$ cat config.mk
export PLATFORM = sky130hd
export DESIGN_NAME = mult_div_seq
export DESIGN_NICKNAME = d
export VERILOG_FILES = /design/src/rtl/mult_div_seq.sv
export SDC_FILE = /design/constraint.sdc
export NUM_CORES = 1
export LEC_CHECK = 0
export CAP_MARGIN = 25
export CORE_ASPECT_RATIO = 0.5
export CORE_MARGIN = 2
export CORE_UTILIZATION = 65
export CTS_BUF_LIST = sky130_fd_sc_hd__clkbuf_4 sky130_fd_sc_hd__clkbuf_8
export DETAILED_ROUTE_END_ITERATION = 8
export PLACE_DENSITY_LB_ADDON = 0.12
export SETUP_SLACK_MARGIN = 0.15
export SLEW_MARGIN = 25
export SYNTH_ARGS = -nofsm -noshare
export SYNTH_HDL_FRONTEND = slang
export SYNTH_SLANG_ARGS = --single-unit
$ cat constraint.sdc
create_clock -name Clk -period 18.65 [get_ports Clk]
set_clock_uncertainty 0.05 [all_clocks]
set_input_delay 5.595 -clock Clk [delete_from_list [all_inputs] [get_ports Clk]]
set_output_delay 5.595 -clock Clk [all_outputs]
set_load 0.02 [all_outputs]
$ cat src/rtl/mult_div_seq.sv
// Iterative HI/LO multiply/divide unit: radix-2 shift-add multiply and restoring divide,
// 32 RUN iterations plus one FIX cycle for sign correction and the HI/LO write.
module mult_div_seq (
    input  logic        Clk,
    input  logic        Rst,
    input  logic        start,
    input  logic [1:0]  op,
    input  logic [31:0] a,
    input  logic [31:0] b,
    input  logic        hilo_rd,
    input  logic        wr_hi,
    input  logic        wr_lo,
    input  logic [31:0] wdata,
    output logic [31:0] hi,
    output logic [31:0] lo,
    output logic        busy,
    output logic        done,
    output logic        stall
);

    typedef enum logic [1:0] {IDLE, RUN, FIX} state_t;

    state_t      state, state_next;
    logic [4:0]  cnt;
    logic [32:0] acc;
    logic [31:0] sh;
    logic [31:0] opd;
    logic [31:0] raw_a;
    logic        is_div;
    logic        neg_p;
    logic        neg_r;

    logic        sgn_a, sgn_b;
    logic [31:0] abs_a, abs_b;
    logic [32:0] mul_sum;
    logic [32:0] div_shift;
    logic [33:0] div_diff;
    logic [63:0] prod, prod_fix;
    logic [31:0] q_fix, r_fix;
    logic        div_zero;

    // Signed ops work on magnitudes; |0x80000000| wraps back to 0x80000000 as unsigned.
    assign sgn_a = op[0] & a[31];
    assign sgn_b = op[0] & b[31];
    assign abs_a = sgn_a ? (~a + 32'd1) : a;
    assign abs_b = sgn_b ? (~b + 32'd1) : b;

    // acc holds the running high product or the partial remainder; sh holds the
    // multiplier/low product or the dividend/quotient.
    assign mul_sum   = {1'b0, acc[31:0]} + (sh[0] ? {1'b0, opd} : 33'd0);
    assign div_shift = {acc[31:0], sh[31]};
    assign div_diff  = {1'b0, div_shift} - {2'b00, opd};

    assign prod     = {acc[31:0], sh};
    assign prod_fix = neg_p ? (~prod + 64'd1) : prod;
    assign q_fix    = neg_p ? (~sh + 32'd1) : sh;
    assign r_fix    = neg_r ? (~acc[31:0] + 32'd1) : acc[31:0];
    assign div_zero = (opd == 32'd0);

    assign busy  = (state != IDLE);
    assign stall = busy & (hilo_rd | start | wr_hi | wr_lo);

    always_comb begin
        state_next = state;
        case (state)
            IDLE:    if (start) state_next = RUN;
            RUN:     if (cnt == 5'd0) state_next = FIX;
            FIX:     state_next = IDLE;
            default: state_next = IDLE;
        endcase
    end

    always_ff @(posedge Clk or posedge Rst) begin
        if (Rst) begin
            state <= IDLE;
        end else begin
            state <= state_next;
        end
    end

    always_ff @(posedge Clk or posedge Rst) begin
        if (Rst) begin
            cnt    <= 5'd0;
            acc    <= 33'd0;
            sh     <= 32'd0;
            opd    <= 32'd0;
            raw_a  <= 32'd0;
            is_div <= 1'b0;
            neg_p  <= 1'b0;
            neg_r  <= 1'b0;
            hi     <= 32'd0;
            lo     <= 32'd0;
            done   <= 1'b0;
        end else begin
            done <= 1'b0;
            case (state)
                IDLE: begin
                    if (start) begin
                        acc    <= 33'd0;
                        cnt    <= 5'd31;
                        raw_a  <= a;
                        is_div <= op[1];
                        neg_p  <= op[0] & (a[31] ^ b[31]);
                        neg_r  <= op[0] & a[31];
                        if (op[1]) begin
                            sh  <= abs_a;
                            opd <= abs_b;
                        end else begin
                            sh  <= abs_b;
                            opd <= abs_a;
                        end
                    end else begin
                        if (wr_hi) hi <= wdata;
                        if (wr_lo) lo <= wdata;
                    end
                end
                RUN: begin
                    cnt <= cnt - 5'd1;
                    if (is_div) begin
                        if (!div_diff[33]) begin
                            acc <= div_diff[32:0];
                            sh  <= {sh[30:0], 1'b1};
                        end else begin
                            acc <= div_shift;
                            sh  <= {sh[30:0], 1'b0};
                        end
                    end else begin
                        acc <= {1'b0, mul_sum[32:1]};
                        sh  <= {mul_sum[0], sh[31:1]};
                    end
                end
                FIX: begin
                    cnt  <= 5'd0;
                    done <= 1'b1;
                    if (!is_div) begin
                        hi <= prod_fix[63:32];
                        lo <= prod_fix[31:0];
                    end else if (div_zero) begin
                        // Divide by zero reports the raw dividend, not its magnitude.
                        hi <= raw_a;
                        lo <= 32'hFFFF_FFFF;
                    end else begin
                        hi <= r_fix;
                        lo <= q_fix;
                    end
                end
                default: ;
            endcase
        end
    end

endmodule

==> run metrics, run 1 <==
routed len/inst 23.7 um; setup ws final 5.89 ns; Startpoint Class input port; Syn Nets 2326; unrepaired setup endpoints after global routing false; total die area 27300 sq um; HP Class reg -> reg; PortBufs 170; post-synthesis compound-gate area fraction 0.264; post-synthesis xor/xnor area fraction 0.0895; total gr overflow 0; async set-reset flop share out of synthesis 1.00; DR vias 17900; power after layout 3990 uW; pins over their slew limit 0; Place WS 5.91 ns; drt total wl 61700 um; Sink Count 203; flop2flop setup slack 14.14 ns; setup tns final 0 ns; Antenna Nets Post-Route 0; global route hottest layer met1; Yosys warnings 0; Critical Path RT 13.01 ns; pin count of the biggest net entering global routing 100; outcome complete, no violations; CP max stage cell clkdlybuf4s50_1; Synth Instances 2151; FP Rows 41; Hold Startpoint raw_a[27]; cell taking the most area after synthesis dfrtp_1; Detailed Routing Iterations Pass 1 6; post-CTS sizing 0; Setup Crit Path Kind in -> out; Max Fclk 0.0783 GHz; Routability Congestion 1.01; top cells by count, synth nand2_1 (282), dfrtp_1 (203), o21ai_0 (182); MaxCap Viol Count 0; worst-margin pin slew 0.975 ns; Final #Nets 2412; met2 Use GR 0.620; Worst Setup End Kind output port; first-pass GRT wire length 93900 um; most used standard cell by instance count after synthesis nand2_1; main combinational cell family by area after synthesis compound AO/OA/AOI/OAI gates; M3 GR Usage 0.142; reg2reg start sh[18]; Util after Layout 0.762; fill cell count 1940; power density over the cells 206 nW/um^2; hold buffer count at CTS 0; worst reg2reg path endpoint hi[14]; share of cells above drive strength 1 0.0549; Clock Tree Root clkbuf_8; EDFF count, synth 0; vias in the first global route 16000; share of synthesized area spent on multiplexers 0.0518; GRT Total Usage 0.443; detailed router's first-iteration violation count 2884; leak pwr 0.00795 uW; # H-tree levels 1; Slew headroom 0.341; Mean Syn Cell Area 7.83 sq um; synthesized cell area 16800 sq um; min Tclk post-route 12.76 ns; chip width 232 um; VDD IR max 161 uV; DPL Wire Length 46100 um; I/O pin cnt 171; worst-path cell chain clkdlybuf4s50_1, nor4_1, nor2_1, clkdlybuf4s50_1; top-area cell type share of the netlist area 0.302; clock latency on the worst-skew pair 0.63 ns; ranking of synthesized cells by area dfrtp_1 (30%), nand2_1 (6.3%), o21ai_0 (5.4%), ha_1 (5.1%), a21oi_1 (5.1%); hold depth 2; #FFs+latches synth 203; final setup fails 0; Die Ht 118 um; crit-path max cell delay 0.57 ns; hold path endpoint raw_a[27]; Distinct cells, synth 73; Synth Area in Simple Gates 0.191; clock buffer depth 3; initial core utilization 0.665; Reg2Reg Depth 9; post-route clock period utilization 0.684; Main synth FF type dfrtp_1; Post-Place Cell Area 18700 sq um; Post-CTS Setup Bufs 0; CTS tree done; sequential area share after synthesis 0.302; Area Overhead vs Synth 14.7%; Via density 6.86; clk slew on worst S/H paths 0.07 ns; post-route cell area 19300 sq um; residual DRC count 0; initial antenna violation count 2; Final Hold Vio Count 0; met1 usage 0.657; TritonCTS buffer count 30; Core Box Area 25300 sq um; Crit path top cell by count clkdlybuf4s50_1; Worst EP arrival 7.12 ns; Adder-Cell Fraction of Synth Area 0.0536; worst-path fanout max 7
[registers in the layout (all words and copies together) (netlist names)]
name	count
opd	32
neg_p	1
cnt	5
acc	32
sh	32
raw_a	32
hi	32
is_div	1
neg_r	1
state	2
done	1
lo	32
[per-stage QoR]
step | hold slack, ns | std cells
after detailed placement | 0.414 | 2548
after floorplan | 0.390 | 2151
after global routing | 0.470 | 2605
after CTS | 0.433 | 2603
final | 0.430 | 2605
after global placement | 0.408 | 2548
[per-layer routing]
metal	routed length (um)	part of all wire	up-vias
met5	8	0.00013	-
met4	1700	0.027	2
met3	10300	0.17	146
met2	24700	0.40	1325
met1	25100	0.41	8427
li1	-	-	7971
[power breakdown]
group | switching, uW | internal [uW]
logic | 1460 | 1080
registers | 386 | 664
clock network | 195 | 203
total | 2040 | 1940
[kinds of logic after synthesis]
| kind of cell | after synthesis |
|---|---|
| AND/OR/NAND/NOR | 702 |
| adder cells (fa/ha/maj) | 71 |
| XOR/XNOR | 172 |
| buffers and inverters | 215 |
| flip-flops | 203 |
| multiplexers | 86 |
| AO/OA/AOI/OAI | 702 |
[worst max-delay path, delay by kind of cell]
kind,cells,cell delay (ns)
buffers and inverters,2,1.12
AND/OR/NAND/NOR,2,0.41
[cell usage in the layout, fill, tap and decap left out, types with 11 or more instances in the layout]
cell             count
o21a_1              15
dfrtp_1            202
xor2_1              90
clkdlybuf4s50_1    169
nand2b_1            13
o21ai_0            182
a21o_1              28
xnor2_1             82
buf_4               24
o22ai_1             13
inv_1               72
or3_1               13
o21ai_1             17
nor4_1              20
nand3_1             45
mux2i_1             77
o211ai_1            37
and3_1              14
o31ai_1             28
a211oi_1            57
or2_2               11
a31oi_1             21
nand4_1             13
a21oi_1            171
a222oi_1            11
and2_1              16
ha_1                69
nand2_1            281
clkbuf_8            36
nor2b_1             14
nor3_1              41
nor2_1             177
clkinv_2            11
a22oi_1             34
[worst max path at each step]
stage | from | to | slack [ns] | depth (start not counted)
final | start | stall | 5.89 | 4
after floorplan | start | stall | 6.86 | 3
after detailed placement | start | stall | 5.91 | 4
after CTS | start | stall | 5.90 | 4
after global placement | start | stall | 5.91 | 4
after global routing | start | stall | 5.81 | 4
[area by class of cell]
type	instances	area [sq um]	share of cell area
Antenna cell	1	2.50	0.000130
Clock buffer	43	548	0.0284
Clock inverter	12	85.1	0.00440
Inverter	74	285	0.0148
Multi-Input combinational cell	1733	11000	0.568
Sequential cell	203	5080	0.263
Tap cell	344	430	0.0223
Timing Repair Buffer	195	1900	0.0986
(Power assumes the default switching activity.)
==> run 2, diff against run 1 <==
- CORE_UTILIZATION: 65 -> 60
- clock period: 18.65 -> 11.91 ns (I/O delays scaled with it)
==> run 2 against run 1 <==
  * Power rose by 57%
  * Critical path depth is the same
  * Sequential cell count stayed put
  * Critical path type unchanged
  * Sequential power up 57%
  * Sequential share of layout area shrank 0.076 points
  * Global-route usage shrank 2.7 points
  * Non-clock buffer count decreased by 7
==> run metrics, run 2 (synthesized netlist as in run 1, its figures left out) <==
Hold Startpoint raw_a[29]; FP Rows 43; Antenna Nets Post-Route 0; Max Fclk 0.115 GHz; Crit path top cell by count clkdlybuf4s50_1; CP bufs+invs 2; HP Class reg -> reg; Final #Nets 2409; chip width 241 um; drt total wl 61900 um; Top delay family on crit path buffers and inverters; Area Overhead vs Synth 15.0%; Core Box Area 27700 sq um; Clock Tree Root clkbuf_8; Sink Count 203; Die Ht 122 um; clk slew on worst S/H paths 0.07 ns; Detailed Routing Iterations Pass 1 7; leak pwr 0.00793 uW; power after layout 6240 uW; VDD IR max 259 uV; initial antenna violation count 4; Critical Path Stages 4; worst-margin pin slew 0.977 ns; Critical Path RT 8.29 ns; I/O pin cnt 171; power density over the cells 322 nW/um^2; total gr overflow 0; TritonCTS buffer count 34; Hold WS 0.433 ns; PortBufs 170; flop2flop setup slack 7.39 ns; MaxCap Viol Count 0; Post-CTS Setup Bufs 0; detailed router's first-iteration violation count 2291; crit path to stall; post-CTS sizing 0; first-pass GRT wire length 93000 um; worst reg2reg path endpoint acc[31]; post-route clock period utilization 0.730; # H-tree levels 2; GRT Total Usage 0.416; most common cell after layout, fill and taps aside nand2_1; pin count of the biggest net entering global routing 100; Worst setup startpoint start; min Tclk post-route 8.69 ns; Final Hold Vio Count 0; Slew headroom 0.349; vias in the first global route 15500; initial core utilization 0.609; hold buffer count at CTS 0; routed len/inst 23.4 um; Worst EP arrival 5.07 ns; Reg2Reg Depth 13; unrepaired setup endpoints after global routing false; Setup Crit Path Kind in -> out; CTS tree done; Worst Setup End Kind output port; CP max stage cell clkdlybuf4s50_1; residual DRC count 0; DPL Wire Length 46300 um; total die area 29500 sq um; reg2reg start sh[0]; pins over their slew limit 0; clock buffer depth 3; Routability Congestion 1.05; Startpoint Class input port; Via density 6.62; clock latency on the worst-skew pair 0.60 ns; worst-path cell chain clkdlybuf4s50_1, nor4_1, nor2_1, clkdlybuf4s50_1; outcome complete, no violations; DR vias 17500; share of cells above drive strength 1 0.0554; final setup fails 0; crit-path max cell delay 0.55 ns; worst-path fanout max 7; most frequent cells in the layout nand2_1 (281), dfrtp_1 (202), o21ai_0 (182); setup tns final 0 ns
run 2: cell types whose count changed in the layout (fill, tap and decap cells not counted), sizes merged:
cell / previous run / this run
buf: 26 / 19
bufinv: 1 / 0
clkbuf: 43 / 51
clkinv: 12 / 6
clkinvlp: 0 / 2
diode: 1 / 4
inv: 73 / 75
run 2: cell type report:
cell class                 count  area (sq um)
clock inverter                 9          57.6
clock buffer                  51           633
multi-input combinational   1733         11000
fill                        2370          8280
timing repair buffer         188          1830
sequential                   203          5080
antenna                        4          10.0
inverter                      74           285
tap                          382           478
run 2: through the flow:
stage | std cells | instance area, sq um | util | setup WS [ns]
2_1_floorplan | 2151 | 16800 | - | 2.75
3_3_place_gp | 2580 | 18700 | 0.675 | 3.21
3_5_place_dp | 2580 | 18700 | 0.675 | 3.22
4_1_cts | 2640 | 19400 | 0.700 | 3.22
5_1_grt | 2644 | 19400 | 0.701 | 3.11
6_report | 2644 | 19400 | 0.701 | 3.22
run 2: power by group:
group	leakage, uW	internal, uW	switching, uW	total, uW
combinational	0.00514	1680	2240	3920
sequential	0.00242	1040	608	1650
clock	0.000367	344	330	674
run 2: how the worst min path moves through the flow:
stage                     end  slack (ns)  depth (start not counted)
floorplan            raw_a[5]        0.39                          2
CTS                    hi[15]        0.44                          2
global route           hi[31]        0.46                          2
global placement    raw_a[12]        0.41                          2
detailed placement  raw_a[29]        0.42                          2
finish              raw_a[29]        0.43                          2
run 2: worst reg2reg max path, delay by kind of cell (launching register included):
family                   cells  cell delay, ns
adder cells (fa/ha/maj)      1            0.36
AND/OR/NAND/NOR              2            0.46
AO/OA/AOI/OAI                8            2.40
flip-flops                   1            0.56
buffers and inverters        2            0.58
run 2: metal layers:
layer / share of wire / track usage / wire, um
met4: 0.024 / 0.116 / 1510
met1: 0.43 / 0.627 / 26900
met5: 0 / 0 / 0
met3: 0.15 / 0.136 / 9360
met2: 0.39 / 0.561 / 24200
